File: src/rtl/uart_pkg.sv
// Shared UART definitions: one-hot frame states, parity codes and the parity helper.
// Used by both uart_tx and uart_rx so that the two ends agree on framing.
package uart_pkg;

  typedef enum logic [5:0] {
    ST_IDLE   = 6'b000001,
    ST_START  = 6'b000010,
    ST_DATA   = 6'b000100,
    ST_PARITY = 6'b001000,
    ST_STOP   = 6'b010000,
    ST_DONE   = 6'b100000
  } state_t;

  localparam logic [1:0] PAR_NONE = 2'd0;
  localparam logic [1:0] PAR_ODD  = 2'd1;
  localparam logic [1:0] PAR_EVEN = 2'd2;

  localparam int MAX_DATA_WD = 9;

  // Narrower words are zero-extended by the caller; the extra zeros do not change the XOR.
  function automatic logic par_bit(input logic [MAX_DATA_WD-1:0] data, input logic [1:0] code);
    case (code)
      PAR_ODD:  return ~^data;
      PAR_EVEN: return ^data;
      default:  return 1'b0;
    endcase
  endfunction

endpackage

File: src/rtl/uart_tx.sv
// UART transmitter: start bit, LSB-first data, optional parity, 1-2 stop bits.
// Each serial bit spans OVERSAMPLING_RATE baud ticks; tx is driven from a register.
module uart_tx
  import uart_pkg::*;
#(
  parameter int DATA_WD           = 8,
  parameter int OVERSAMPLING_RATE = 16,
  parameter int PARITY            = 1,
  parameter int STOP_BITS         = 1
) (
  input  logic               clk,
  input  logic               rst,
  input  logic               tick,
  input  logic               tx_start,
  input  logic [DATA_WD-1:0] din,
  output logic               tx,
  output logic               tx_busy,
  output logic               tx_done
);

  localparam int TW = $clog2(OVERSAMPLING_RATE);
  localparam int BW = $clog2(DATA_WD + 1);
  localparam bit PAR_EN = (PARITY == 1) || (PARITY == 2);

  state_t             state, state_n;
  logic [TW-1:0]      tick_count, tick_count_n;
  logic [BW-1:0]      bit_index, bit_index_n;
  logic [DATA_WD-1:0] shreg, shreg_n;
  logic               par_r, par_n;
  logic [1:0]         stop_count, stop_count_n;
  logic               tx_n, tx_busy_n, tx_done_n;
  logic               bit_end;

  always_ff @(posedge clk) begin
    if (!rst) begin
      state      <= ST_IDLE;
      tick_count <= '0;
      bit_index  <= '0;
      shreg      <= '0;
      par_r      <= 1'b0;
      stop_count <= '0;
      tx         <= 1'b1;
      tx_busy    <= 1'b0;
      tx_done    <= 1'b0;
    end else begin
      state      <= state_n;
      tick_count <= tick_count_n;
      bit_index  <= bit_index_n;
      shreg      <= shreg_n;
      par_r      <= par_n;
      stop_count <= stop_count_n;
      tx         <= tx_n;
      tx_busy    <= tx_busy_n;
      tx_done    <= tx_done_n;
    end
  end

  assign bit_end = tick && (tick_count == TW'(OVERSAMPLING_RATE - 1));

  // tx_n is the line value for the state being entered, so tx changes on the entry edge.
  always_comb begin
    state_n      = state;
    tick_count_n = tick_count;
    bit_index_n  = bit_index;
    shreg_n      = shreg;
    par_n        = par_r;
    stop_count_n = stop_count;
    tx_n         = tx;
    tx_busy_n    = tx_busy;
    tx_done_n    = 1'b0;

    if (tick && (state == ST_START || state == ST_DATA ||
                 state == ST_PARITY || state == ST_STOP)) begin
      tick_count_n = bit_end ? '0 : tick_count + 1'b1;
    end

    case (state)
      ST_IDLE: begin
        tx_n      = 1'b1;
        tx_busy_n = 1'b0;
        if (tx_start) begin
          shreg_n      = din;
          par_n        = par_bit(MAX_DATA_WD'(din), 2'(PARITY));
          tick_count_n = '0;
          bit_index_n  = '0;
          tx_busy_n    = 1'b1;
          tx_n         = 1'b0;
          state_n      = ST_START;
        end
      end
      ST_START: begin
        if (bit_end) begin
          state_n = ST_DATA;
          tx_n    = shreg[0];
        end
      end
      ST_DATA: begin
        if (bit_end) begin
          shreg_n     = shreg >> 1;
          bit_index_n = bit_index + 1'b1;
          if (bit_index == BW'(DATA_WD - 1)) begin
            if (PAR_EN) begin
              state_n = ST_PARITY;
              tx_n    = par_r;
            end else begin
              state_n      = ST_STOP;
              stop_count_n = '0;
              tx_n         = 1'b1;
            end
          end else begin
            tx_n = shreg[1];
          end
        end
      end
      ST_PARITY: begin
        if (bit_end) begin
          state_n      = ST_STOP;
          stop_count_n = '0;
          tx_n         = 1'b1;
        end
      end
      ST_STOP: begin
        if (bit_end) begin
          if (stop_count == 2'(STOP_BITS - 1)) begin
            state_n   = ST_DONE;
            tx_done_n = 1'b1;
          end else begin
            stop_count_n = stop_count + 1'b1;
          end
          tx_n = 1'b1;
        end
      end
      ST_DONE: begin
        state_n   = ST_IDLE;
        tx_n      = 1'b1;
        tx_busy_n = 1'b0;
      end
      default: begin
        state_n      = ST_IDLE;
        tick_count_n = '0;
        bit_index_n  = '0;
        stop_count_n = '0;
        tx_n         = 1'b1;
        tx_busy_n    = 1'b0;
      end
    endcase
  end

endmodule
File: config.mk
export PLATFORM = sky130hd
export DESIGN_NAME = uart_tx
export DESIGN_NICKNAME = d
export VERILOG_FILES = /design/src/rtl/uart_pkg.sv /design/src/rtl/uart_tx.sv
export SDC_FILE = /design/constraint.sdc
export NUM_CORES = 1
export LEC_CHECK = 0
export CELL_PAD_IN_SITES_DETAIL_PLACEMENT = 0
export CELL_PAD_IN_SITES_GLOBAL_PLACEMENT = 1
export CORE_UTILIZATION = 46
export DETAILED_ROUTE_END_ITERATION = 16
export PLACE_DENSITY_LB_ADDON = 0.1
export REMOVE_ABC_BUFFERS = 1
export SYNTH_ARGS = -nofsm -noshare
export SYNTH_HDL_FRONTEND = slang
export SYNTH_SLANG_ARGS = --single-unit
File: constraint.sdc
create_clock -name clk -period 3.17 [get_ports clk]
set_input_delay 0.317 -clock clk [delete_from_list [all_inputs] [get_ports clk]]
set_output_delay 0.317 -clock clk [all_outputs]
set_load 0.01 [all_outputs]
==> impl_metrics.yaml, run 1 <==
worst_setup_path:
  crit_path_start_kind: "flop"
  path_cells: "or4_4, or2_4, a211oi_4, nand2_1, o211a_1"
  max_stage_delay_ns: 0.61
  slowest_stage: "a211oi_4"
  critPathCaptureType: "flop"
  rr_endpoint: "shreg[6]"
  reg2regPathDepth: 5
  cp_max_fo: 16
  r2r-start: "state[0]"
  crit_required_ns: 3.41
  crit_type: "reg2reg"
  r2r_slack_ns: 0.79
  worstPathArrival_ns: 2.62
clock_tree:
  cts.sinks: 28
  htreeDepth: 1
  root_buffer: "clkbuf_4"
  clk_pin_slew_worst_paths_ns: 0.15
  clock_latency_ns: 0.33
  cts_setup_buffers: 0
  cts_buffer_depth: 2
  cts-hold-fix-buffers: 0
  cts_tree: "yes"
  postCtsResizedCells: 0
  cts_buffers: 3
synthesis:
  yosys-top-cells-area: "dfxtp_1 35%, mux2i_1 10%, nand2_1 4.9%"
  yosysSeqAreaShare_pct: 34.9
  synth_top_area_share_pct: 34.9
  ys_types: 46
  async_reset_ff_share_pct: 0
  ys.warnings.count: 0
  synthCells: 177
  ys.flop_type: "dfxtp_1"
  synth_edf_count: 0
  yosysTopAreaCell: "dfxtp_1"
  postSynthAreaPerCell_um2: 9.06
  syn-cell-area_um2: 1600
  synth-seq-cells: 28
floorplanning:
  start_util_pct: 48.1
  die_y_um: 61.1
  die_w_um: 61.1
  fp.dieArea_um2: 3730
  io_pins: 15
  rows: 21
  core_um2: 3340
global_routing:
  grt_pass1_wl_um: 5410
  overflow: 0
  grt_pass1_vias: 1174
  grt_usage_pct: 19.7
  antenna_found_initial: 0
  grt_max_degree: 27
outcome:
  outcome: "finished, final reports clean"
timing:
  hold_ws_ns: 0.478
  setup_viol: 0
  finalCritPeriodShare_pct: 75.0
  slew_violations: 0
  clock.fmax_mhz: 421
  rsz0062_at_grt: "false"
  min_period_ns: 2.38
  hold_viol_final: 0
  timing.final.ws_setup_ns: 0.792
  max_slew_margin_pct: 42.2
  fin_skew_ns: 0.00981
  worst_pin_slew_ns: 0.865
  fin_tns_setup_ns: 0
detailed_routing:
  num_vias: 1284
  wl_per_cell_um: 14.2
  drt-initial-drc-count: 130
  drc: 0
  drt_pass1_iterations: 4
  antenna_left: 0
  wl_um: 3260
  avgViaCountPerCell: 5.58
layout:
  num_antenna_cells: 0
  final_cell_mix: "28 x dfxtp_1, 21 x nand2_1, 16 x mux2i_1, 14 x clkdlybuf4s50_1, 13 x nor2_1"
  area_growth_pct: 11.2
  final_cell_area_um2: 1780
  drive_gt1_share_pct: 6.52
  layout_commonest_cell: "dfxtp_1"
  final_nets: 200
  n_fill_cell: 310
placed_design:
  postPlaceCellArea_um2: 1750
  pre_cts_slack_ns: 0.818
  routabilityCongestion: 0.774
  hpwl_um: 2380
  portBuffers: 14
hold_path:
  whs_path_depth: 2
  hold_path_end: "stop_count[0]"
  min_path_type: "reg2reg"
  hp-start: "stop_count[0]"
pwr:
  leakagePower_uw: 0.000785
  power_density_nw_per_um2: 393
  peakVddDrop_v: 0.000231
flow_run:
  drv_cap: 0
-- how the worst max path moves through the flow --
stage / from / endpoint / slack (ns) / cells after the start
2_1_floorplan: state[0] / shreg[0] / 1.08 / 5
3_5_place_dp: state[0] / shreg[6] / 0.82 / 5
5_1_grt: state[0] / shreg[4] / 0.64 / 5
6_report: state[0] / shreg[6] / 0.79 / 5
3_3_place_gp: tx_start / state[3] / 0.86 / 6
4_1_cts: state[0] / shreg[6] / 0.80 / 5
-- state kept, by name, indices dropped and copies added, names as in the netlist, 2 cells and up --
register    flops
bit_index       4
shreg           8
state           6
stop_count      2
tick_count      4
-- through the flow --
step / power, uW / cells / util (%)
floorplan: 485 / 166 / -
global placement: 528 / 226 / 52.4
detailed placement: 533 / 226 / 52.4
CTS: 704 / 230 / 53.5
global route: 736 / 230 / 53.5
finish: 701 / 230 / 53.5
-- per-layer routing --
| layer | track usage, % | vias up | wire length, um | part of all wire [%] |
|---|---|---|---|---|
| met5 | 0 | - | 0 | 0 |
| met4 | 5.84 | 0 | 34 | 1.0 |
| met1 | 28.6 | 606 | 1630 | 50 |
| li1 | - | 659 | - | - |
| met2 | 30.9 | 15 | 1490 | 46 |
| met3 | 1.89 | 4 | 91 | 2.8 |
-- logic make-up (layout without fill, tap and decap cells) --
logic type	Yosys count	count (layout)	synth area share (%)
adders and majority gates	3	3	2.34
muxes	16	16	9.98
DFF	28	28	34.9
AOI/OAI and AO/OA	30	30	15.9
buffers and inverters	15	22	4.29
and+or+nand+nor	71	71	24.9
xor gates and xnor gates	14	14	7.64
-- worst max-delay path, delay by kind of cell (launching register included) --
family,cells,cell delay [ns]
AND/OR/NAND/NOR,3,1.06
AO/OA/AOI/OAI,2,0.77
flip-flops,1,0.45
-- where the power goes --
part	switching [uW]	leakage [uW]	internal, uW
Combinational	65.3	0.000535	68.6
Clock	105	0.0000210	70.3
Sequential	18.2	0.000229	373
Total	189	0.000785	512
-- cell type report --
cell class / count / area (um^2) / area share [%]
multi-input cells: 134 / 975 / 54.6
flip-flops and latches: 28 / 561 / 31.4
repair buffers: 14 / 140 / 7.85
well taps: 46 / 57.6 / 3.23
clock buffers: 4 / 36.3 / 2.03
inverters: 4 / 15.0 / 0.842
-- cell usage after synthesis, drive strengths merged (2+ instances only) --
| master | instances |
|---|---|
| dfxtp | 28 |
| nand2 | 21 |
| mux2i | 16 |
| nor2 | 13 |
| xnor2 | 9 |
| buf | 8 |
| o211a | 7 |
| nand3 | 6 |
| nor4b | 5 |
| xor2 | 5 |
| inv | 4 |
| nor3 | 4 |
| o21ai | 4 |
| a211o | 3 |
| a211oi | 3 |
| a21boi | 3 |
| clkbuf | 3 |
| ha | 3 |
| nor4 | 3 |
| a21oi | 2 |
| and4b | 2 |
| nand2b | 2 |
| nand3b | 2 |
| nand4b | 2 |
| nor3b | 2 |
| or4 | 2 |
No activity file was read; power rests on OpenSTA's default activity.
==> run 2, diff against run 1 <==
Settings changed: CORE_UTILIZATION 46 to 39.
Clock period 3.17 ns to 2.18 ns, I/O delays scaled along.
==> run 2 against run 1 <==
Against the previous run:
- total power is 57% higher
- worst setup slack worse by 0.69 ns
- die area is 17% higher
- critical endpoint is now shreg[7]
- largest cell class unchanged
- largest power group unchanged
==> impl_metrics.yaml, run 2 (same netlist as run 1, synthesis figures left out) <==
outcome:
  outcome: "finished, final reports clean"
detailed_routing:
  wl_per_cell_um: 13.5
  drc: 0
  avgViaCountPerCell: 5.50
  wl_um: 3300
  num_vias: 1341
  drt-initial-drc-count: 86
  antenna_left: 0
  drt_pass1_iterations: 4
clock_tree:
  cts_tree: "yes"
  htreeDepth: 1
  clk_pin_slew_worst_paths_ns: 0.09
  cts_buffers: 3
  root_buffer: "clkbuf_8"
  clock_latency_ns: 0.28
  cts_buffer_depth: 2
  cts.sinks: 28
  cts_setup_buffers: 0
layout:
  reg_top3: "shreg: 8 flops, state: 6 flops"
  layout_commonest_cell: "dfxtp_1"
  num_antenna_cells: 0
  largest_reg_flops: 8
  fin_util_pct: 50.3
  regMostFlops: "shreg"
  area_growth_pct: 19.1
  final_cell_mix: "28 x dfxtp_1, 21 x nand2_1, 16 x mux2i_1, 14 x clkdlybuf4s50_1, 13 x nor2_1"
  drive_gt1_share_pct: 13.8
  n_fill_cell: 362
  final_nets: 212
worst_setup_path:
  critical_path_buf_inv_count: 1
  cpLargestDelayFamily: "simple AND/OR/NAND/NOR gates"
  path_cells: "or4_4, nor3_1, a211oi_4, buf_4, nand2b_1, a21boi_1"
  crit_path_start_kind: "flop"
  r2r_slack_ns: 0.1
  crit_type: "reg2reg"
  slowest_stage: "nor3_1"
  critPathCaptureType: "flop"
  cp_max_fo: 16
  max_stage_delay_ns: 0.51
  worstPathArrival_ns: 2.30
  crit_required_ns: 2.39
global_routing:
  overflow: 0
  grt_max_degree: 17
  grt_usage_pct: 17.4
  antenna_found_initial: 0
  grt_pass1_vias: 1278
  grt_pass1_wl_um: 5770
floorplanning:
  io_pins: 15
  die_w_um: 66.1
  rows: 22
  start_util_pct: 42.2
  core_um2: 3800
  die_y_um: 66.1
  fp.dieArea_um2: 4370
timing:
  setup_viol: 0
  rsz0062_at_grt: "true"
  fin_skew_ns: 0.00409
  worst_pin_slew_ns: 0.565
  hold_viol_final: 0
  timing.final.ws_setup_ns: 0.0986
  clock.fmax_mhz: 480
  max_slew_margin_pct: 62.1
  slew_violations: 0
  min_period_ns: 2.08
  hold_ws_ns: 0.466
  finalCritPeriodShare_pct: 95.5
placed_design:
  pre_cts_slack_ns: 0.109
  hpwl_um: 2510
  routabilityCongestion: 0.809
  portBuffers: 14
pwr:
  combPwrFrac_pct: 19.6
  leakagePower_uw: 0.000854
  peakVddDrop_v: 0.000253
  net-switching-power_uw: 283
  p_seq_share_pct: 51.0
  power_density_nw_per_um2: 577
  p_int_uw: 819
  switching_share_pct: 25.7
  clkPwrFrac_pct: 29.4
hold_path:
  min_path_type: "reg2reg"
flow_run:
  drv_cap: 0
[run 2: worst paths after layout]
check,startpoint,to,depth (start not counted)
min,stop_count[1],stop_count[1],2
max,state[4],shreg[7],6
min reg2reg,stop_count[1],stop_count[1],2
max reg2reg,state[4],shreg[7],6
[run 2: repair_timing]
item / CTS / global route
endpoints found under the setup margin: 0 / 8
endpoints found under the hold margin: 0 / 0
resized for setup: 0 / 3
hold buffers: 0 / 0
[run 2: power by group through the flow]
stage | logic, uW | registers (uW) | clock network (uW)
finish | 216 | 562 | 324
global route | 239 | 568 | 365
CTS | 216 | 563 | 336
detailed placement | 215 | 575 | 0
global placement | 210 | 575 | 0
floorplan | 131 | 575 | 0
[run 2: cell type report]
class                   instances  area [um^2]  share of cell area (%)
clock buffers                   4         55.1                    2.88
inverters                       4         15.0                   0.786
multi-input cells             134          990                    51.8
flip-flops and latches         28          561                    29.3
well taps                      48         60.1                    3.14
repair buffers                 26          230                    12.0
[run 2: worst reg2reg max path, stage by stage (launching register included)]
cell and delay [ns]:
dfxtp_1 0.47, or4_4 0.49, nor3_1 0.51, a211oi_4 0.07, buf_4 0.21, nand2b_1 0.15, a21boi_1 0.11
[run 2: per-layer routing]
layer / part of all wire [%] / vias up / global-route usage (%)
met2: 49 / 25 / 30.1
met1: 46 / 632 / 21.7
met5: 0 / - / 0
li1: - / 679 / -
met3: 3.9 / 5 / 2.93
met4: 1.3 / 0 / 5.59
[run 2: per-stage QoR]
step                      cell area, um^2  setup TNS (ns)  std cells  total power, uW
after floorplan                      1550               0        166              705
after global placement               1840               0        240              785
after detailed placement             1840               0        240              790
after CTS                            1900               0        244             1120
after global routing                 1910         -0.0749        244             1170
final                                1910               0        244             1100
==> run 3, diff against run 2 <==
Settings changed: SLEW_MARGIN set to 30.
==> results of run 3 <==
Final layout, timing and power as in run 2 (identical DEF).
